File: src/rtl/pipe_hazard_ctrl.sv
// Hazard/sequencing controller for a 5-stage pipeline: stalls, flushes, freezes, EX forwarding.
// Optional performance counters are enabled with `define HAZ_PERF_CNT_EN.
module pipe_hazard_ctrl #(
   parameter int unsigned MEM_TIMEOUT = 255,
   parameter int unsigned CNT_W       = 16
) (
   input  logic       clk,
   input  logic       reset,
   input  logic       id_valid,
   input  logic [4:0] id_Rn,
   input  logic [4:0] id_Rm,
   input  logic       id_useRn,
   input  logic       id_useRm,
   input  logic [4:0] id_Rd,
   input  logic       id_RegWrite,
   input  logic       id_MemRead,
   input  logic       id_flagWrite,
   input  logic       id_flagRead,
   input  logic       ex_br_taken,
   input  logic       mem_busy,
   output logic       pc_en,
   output logic       ifid_en,
   output logic       ifid_flush,
   output logic       idex_en,
   output logic       idex_bubble,
   output logic       exmem_en,
   output logic       memwb_en,
   output logic [1:0] fwdA,
   output logic [1:0] fwdB,
   output logic       mem_err
`ifdef HAZ_PERF_CNT_EN
   ,
   output logic [CNT_W-1:0] stall_cycles,
   output logic [CNT_W-1:0] flush_count
`endif
);

   localparam logic [4:0]  ZeroReg = 5'd31;
   localparam int unsigned TW      = (MEM_TIMEOUT < 1) ? 1 : $clog2(MEM_TIMEOUT + 1);

   typedef struct packed {
      logic       valid;
      logic [4:0] rn;
      logic [4:0] rm;
      logic       use_rn;
      logic       use_rm;
      logic [4:0] rd;
      logic       reg_write;
      logic       mem_read;
      logic       flag_write;
   } slot_t;

   typedef enum logic [0:0] {StRun, StFreeze} state_e;

   state_e        state_q, state_d;
   slot_t         ex_q, ex_d, mem_q, mem_d, wb_q, wb_d;
   logic [TW-1:0] tmo_cnt_q, tmo_cnt_d;
   logic          mem_err_q, mem_err_d;
   logic          load_use, flag_haz, br_flush;
   logic          do_stall, do_flush;

   function automatic logic [1:0] fwd_sel(input logic [4:0] r, input slot_t m, input slot_t w);
      if (m.valid && m.reg_write && !m.mem_read && m.rd != ZeroReg && m.rd == r) begin
         return 2'b01;
      end else if (w.valid && w.reg_write && w.rd != ZeroReg && w.rd == r) begin
         return 2'b10;
      end
      return 2'b00;
   endfunction

   always_comb begin
      load_use = id_valid && ex_q.valid && ex_q.mem_read && ex_q.reg_write &&
                 ex_q.rd != ZeroReg &&
                 ((id_useRn && id_Rn == ex_q.rd) || (id_useRm && id_Rm == ex_q.rd));
      flag_haz = id_valid && id_flagRead && ex_q.valid && ex_q.flag_write;
      br_flush = ex_br_taken && ex_q.valid;

      pc_en       = 1'b1;
      ifid_en     = 1'b1;
      ifid_flush  = 1'b0;
      idex_en     = 1'b1;
      idex_bubble = 1'b0;
      exmem_en    = 1'b1;
      memwb_en    = 1'b1;
      do_stall    = 1'b0;
      do_flush    = 1'b0;
      // Freeze applies from the first busy cycle; reset forces the idle output values.
      if (!reset) begin
         if (mem_busy) begin
            pc_en    = 1'b0;
            ifid_en  = 1'b0;
            idex_en  = 1'b0;
            exmem_en = 1'b0;
            memwb_en = 1'b0;
         end else if (br_flush) begin
            ifid_flush  = 1'b1;
            idex_bubble = 1'b1;
            do_flush    = 1'b1;
         end else if (load_use || flag_haz) begin
            pc_en       = 1'b0;
            ifid_en     = 1'b0;
            idex_bubble = 1'b1;
            do_stall    = 1'b1;
         end
      end

      fwdA = fwd_sel(ex_q.rn, mem_q, wb_q);
      fwdB = fwd_sel(ex_q.rm, mem_q, wb_q);
   end

   always_comb begin
      ex_d  = ex_q;
      mem_d = mem_q;
      wb_d  = wb_q;
      if (idex_en) begin
         ex_d = '{valid: id_valid && !idex_bubble, rn: id_Rn, rm: id_Rm, use_rn: id_useRn,
                  use_rm: id_useRm, rd: id_Rd, reg_write: id_RegWrite, mem_read: id_MemRead,
                  flag_write: id_flagWrite};
      end
      if (exmem_en) mem_d = ex_q;
      if (memwb_en) wb_d = mem_q;

      state_d   = mem_busy ? StFreeze : StRun;
      tmo_cnt_d = '0;
      // The first busy cycle is spent in RUN; counting covers the cycles spent in FREEZE.
      if (mem_busy && state_q == StFreeze) begin
         tmo_cnt_d = (tmo_cnt_q == TW'(MEM_TIMEOUT)) ? tmo_cnt_q : tmo_cnt_q + 1'b1;
      end
      mem_err_d = mem_err_q || (tmo_cnt_d == TW'(MEM_TIMEOUT));
   end

   always_ff @(posedge clk or posedge reset) begin
      if (reset) begin
         state_q   <= StRun;
         ex_q      <= '0;
         mem_q     <= '0;
         wb_q      <= '0;
         tmo_cnt_q <= '0;
         mem_err_q <= 1'b0;
      end else begin
         state_q   <= state_d;
         ex_q      <= ex_d;
         mem_q     <= mem_d;
         wb_q      <= wb_d;
         tmo_cnt_q <= tmo_cnt_d;
         mem_err_q <= mem_err_d;
      end
   end

   assign mem_err = mem_err_q;

   // Fields kept for a complete shadow record but not needed by the hazard checks.
   logic unused_slot;
   assign unused_slot = ^{ex_q.use_rn, ex_q.use_rm, mem_q.rn, mem_q.rm, mem_q.use_rn,
                          mem_q.use_rm, mem_q.flag_write, wb_q.rn, wb_q.rm, wb_q.use_rn,
                          wb_q.use_rm, wb_q.mem_read, wb_q.flag_write};

`ifdef HAZ_PERF_CNT_EN
   logic [CNT_W-1:0] stall_q, stall_d, flush_q, flush_d;

   always_comb begin
      stall_d = stall_q;
      flush_d = flush_q;
      if ((do_stall || (mem_busy && !reset)) && stall_q != '1) stall_d = stall_q + 1'b1;
      if (do_flush && flush_q != '1) flush_d = flush_q + 1'b1;
   end

   always_ff @(posedge clk or posedge reset) begin
      if (reset) begin
         stall_q <= '0;
         flush_q <= '0;
      end else begin
         stall_q <= stall_d;
         flush_q <= flush_d;
      end
   end

   assign stall_cycles = stall_q;
   assign flush_count  = flush_q;
`else
   logic unused_perf;
   assign unused_perf = ^{do_stall, do_flush};
`endif

endmodule
File: config.mk
export PLATFORM = sky130hd
export DESIGN_NAME = pipe_hazard_ctrl
export DESIGN_NICKNAME = d
export VERILOG_FILES = /design/src/rtl/pipe_hazard_ctrl.sv
export SDC_FILE = /design/constraint.sdc
export NUM_CORES = 1
export LEC_CHECK = 0
export ABC_AREA = 1
export BUFFER_PORTS_ARGS = -buffer_cell sky130_fd_sc_hd__buf_2
export CAP_MARGIN = 5
export CORE_ASPECT_RATIO = 1.75
export CORE_UTILIZATION = 30
export CTS_CLUSTER_SIZE = 12
export DETAILED_ROUTE_END_ITERATION = 8
export PLACE_DENSITY = 0.58
export SLEW_MARGIN = 15
export SYNTH_ARGS = -nofsm -noshare
export SYNTH_HDL_FRONTEND = slang
export SYNTH_SLANG_ARGS = --single-unit
File: constraint.sdc
create_clock -name clk -period 2 [get_ports clk]
set_input_delay 0.4 -clock clk [delete_from_list [all_inputs] [get_ports clk]]
set_output_delay 0.4 -clock clk [all_outputs]
set_load 0.02 [all_outputs]
# Yosys cells after proc, flatten, opt, wreduce, memory -nomap -nowiden
# Index checks and enable logic that the tools add are counted.
# word_totals
ramBits	0
word_cells	82
mem_count	0
regBits	44
latch_bits	0
mem_bits_ro	0
output_inout_bits	12
# op_classes
n_lt_le_gt_ge	0
n_addsub	1
reduce_logical	27
mul	0
bitwise	0
mux	26
div_mod_pow	0
eq_ne	11
shift	0
# ops
cell	count
5-bit equality test	6
1-bit logical AND	22
1-bit 2-to-1 mux	18
8-bit equality test (second input constant)	2
8-bit 2-to-1 mux	2
5-bit != test (second input constant)	3
2-bit 2-to-1 mux	6
8-bit by 1-bit adder with 8-bit output (second input constant)	1
1-bit logical OR	3
1-bit logical NOT	2

# Depth between registers and ports, before layout
# logic_depth
word_depth	12
depth_mapped	11

# Worst setup path before layout
# OpenSTA, ideal clock, no wires.
# synth_timing
path_kind	input to output
startpoint	input port reset
endpoint	output port pc_en
arrival_ps	2091
n_path_buf	1
slack_ps	-491
stages	3
path_cell_list	inv_1 a31oi_1 buf_4
# synth_via
elab_chain_cells	1
# synth_lines
item	line	source
start: declaration	8	input logic reset,
1-bit 2-to-1 mux	--	
end: declaration	21	output logic pc_en,
# No other way between the ends.

# Worst setup path in the final report
# layout_timing
startpoint	register ex_q[6] (netlist bit)
endpoint	output port pc_en
# layout_via
elab_chain_cells	9
elab_cells_between_ends	13
cone_classes	3 x eq/ne; 4 x mux; 6 x reduce/logical
# layout_lines
item	line	source
start: declaration	56	slot_t ex_q, ex_d, mem_q, mem_d, wb_q, wb_d;
start signal: assignment	135	ex_q <= '0;
start signal: assignment	142	ex_q <= ex_d;
5-bit equality test	74	((id_useRn && id_Rn == ex_q.rd) || (id_useRm && id_Rm == ex_q.rd));
1-bit logical AND	74	
1-bit logical OR	74	
1-bit logical AND (*)	73	ex_q.rd != ZeroReg &&
1-bit logical OR (*)	99	end else if (load_use || flag_haz) begin
1-bit 2-to-1 mux (*)	99	
1-bit 2-to-1 mux (*)	95	end else if (br_flush) begin
1-bit 2-to-1 mux (*)	89	if (mem_busy) begin
1-bit 2-to-1 mux (*)	88	if (!reset) begin
# Every way passes the cells marked *; elsewhere a longest branch is shown, timed or not.

==> qor.csv <==
metric;value;unit
cts-root-buf;clkbuf_16;
pre_cts_ws;100;ps
clockBufferDepth;2;
postSynthCellCount;317;
r2r-start;tmo_cnt_q[0];
core;7620;sq um
period_share;99.9;%
cp.required;1600;ps
synth_top_area_cell;dfrtp_1;
gp_congestion;0.776;
dieWidth;69.4;microns
drive_above_1_share;25.1;%
wl_per_cell;12.2;microns
drcViolationCount;0;
synth_top_area_share;46.2;%
synth-edff-count;0;
max_freq;0.501;GHz
rrSetupSlack;450;ps
hpwl;4060;microns
htreeDepth;2;
tritoncts;yes;
ir_drop;0.340;mV
top_level_ports;38;
fin_tns_setup;0;ps
antenna_found_initial;0;
cellLeakagePower;1.47;nW
cts.sinks;44;
fin_skew;5.04;ps
worstSetupStartpointType;register;
synth_area_per_cell;7.52;sq um
ys_warn_count;0;
grt_pass1_wl;9170;microns
crit_arrival;1600;ps
port_buffers;37;
clock_latency;290;ps
postCtsHoldBufs;0;
drt_wl_total;5440;microns
maxSlewViolCount;0;
min_path_type;input port to register;
die_y;120;microns
min_from;mem_busy;
initial_core_util;31.3;%
final_nets;385;
yosysUniqueCellTypes;28;
cap_violations;0;
synth_common_cells;nand2_1 (103), dfrtp_1 (44), inv_1 (32), nor2_1 (30);
synth-main-ff-cell;dfrtp_1;
via_count;2049;
rsz0062_at_grt;true;
period_minus_slack;2000;ps
hold_depth;1;
first_global_vias;2021;
hold_end;state_q;
ys_ff_latch;44;
status;completed;
total_power;2.22;mW
n_antenna_cell;0;
cts_made_buffers;5;
ant_nets;0;
reg2reg_depth;9;
async_reset_ff_share;100;%
grtUsageTotal;14.2;%
synth_most_common_cell;nand2_1;
ys_seq_area_share;46.2;%
setup_viol;0;
crit_type;register to output pin;
dr.pass1.iters;5;
setup_slack;2.01;ps
r2r_end;mem_err;
die_area;8320;sq um
via_per_inst;4.58;
p_per_area;756;nW/um^2
final-hold-violation-count;0;
worstMarginPinSlew;575;ps
synthesis.area;2380;sq um
cp_max_fo;4;
grt_max_degree;46;
num_rows;42;
synth_area_leaders;dfrtp_1 (46%), nand2_1 (16%), inv_1 (5.0%), xor2_1 (4.8%), nor2_1 (4.7%);
max_slew_margin;61.7;%
end_kind;output pin;
drt_iter0_drc;95;
synthToLayoutAreaGrowth;23.4;%
grt_overflow;0;
synth_nets;344;
path_clk_slew;60;ps
==> cells by family after synthesis <==
kind of cell	Yosys count	share of synthesized area, %
buf+inv	52	8.87
compound gates	37	8.82
simple gates	164	28.6
flops	44	46.2
xor+xnor	19	6.98
fa+ha+maj	1	0.525
==> placed cells by master (no fill, tap or decap), types with 4 or more instances in the layout <==
| cell | n |
|---|---|
| buf_2 | 32 |
| buf_6 | 4 |
| nand2_1 | 97 |
| xor2_1 | 13 |
| xnor2_1 | 6 |
| nor2_1 | 26 |
| o21ai_1 | 11 |
| clkbuf_16 | 5 |
| buf_4 | 7 |
| inv_2 | 9 |
| nor2_2 | 6 |
| dfrtp_2 | 5 |
| inv_1 | 30 |
| o21ai_0 | 17 |
| nand3_1 | 17 |
| dfrtp_1 | 39 |
| nand2_2 | 8 |
==> layout make-up <==
class,count,area [sq um]
Clock buffer,6,139
Clock inverter,2,10.0
Inverter,42,161
Multi-Input combinational cell,221,1130
Tap cell,88,110
Fill cell,789,4680
Sequential cell,44,1110
Timing Repair Buffer,44,278
==> layer usage <==
| metal | vias to the layer above | track usage [%] | wire [microns] | share of wire, % |
|---|---|---|---|---|
| li1 | 1064 | - | - | - |
| met4 | 0 | 7.27 | 160 | 2.9 |
| met3 | 11 | 2.77 | 150 | 2.8 |
| met5 | - | 0 | 0 | 0 |
| met2 | 39 | 25.9 | 2950 | 54 |
| met1 | 935 | 15.3 | 2180 | 40 |
==> worst max-delay path, stage by stage, from the launching register on <==
cell and delay [ps]:
dfrtp_1 410, inv_2 60, nand2_1 50, nand2_1 60, nor2_2 150, nand3_1 90, nand2_1 80, nand2_1 70
nand2_2 100, a31oi_4 100, buf_6 140
==> report_power, final <==
part           internal [mW]  total, mW  leakage [nW]  switching (mW)
sequential             0.964       1.04         0.536          0.0806
combinational          0.143      0.344         0.859           0.201
clock                  0.492      0.834        0.0766           0.341
==> state kept, by name, summed over array words and instances, names as in the netlist <==
| name | flops |
|---|---|
| tmo_cnt_q | 8 |
| wb_q | 7 |
| mem_err | 1 |
| ex_q | 19 |
| state_q | 1 |
| mem_q | 8 |
==> metrics by stage <==
stage | hold WS (ps) | cells | area, sq um | utilization (%)
detailed placement | 452 | 435 | 2680 | 35.2
global route | 265 | 447 | 2940 | 38.6
global placement | 439 | 435 | 2680 | 35.2
finish | 267 | 447 | 2940 | 38.6
floorplan | 419 | 317 | 2410 | -
CTS | 268 | 445 | 2880 | 37.8
==> how the worst max path moves through the flow <==
stage | to | from | depth (start not counted) | slack (ps)
after detailed placement | idex_bubble | id_Rm[3] | 12 | 100
after floorplan | pc_en | reset | 3 | -30
after global routing | idex_bubble | ex_q[5] | 11 | -160
final | pc_en | ex_q[6] | 10 | 2
after CTS | idex_bubble | ex_q[5] | 11 | -30
after global placement | idex_bubble | id_Rm[3] | 12 | 110
==> what timing repair did <==
item                       in CTS  in global routing
pin swaps                       4                 14
setup endpoints to repair       5                  7
setup buffers                   2                  2
gates resized for setup        12                 16
No activity file was read; power rests on OpenSTA's default activity.
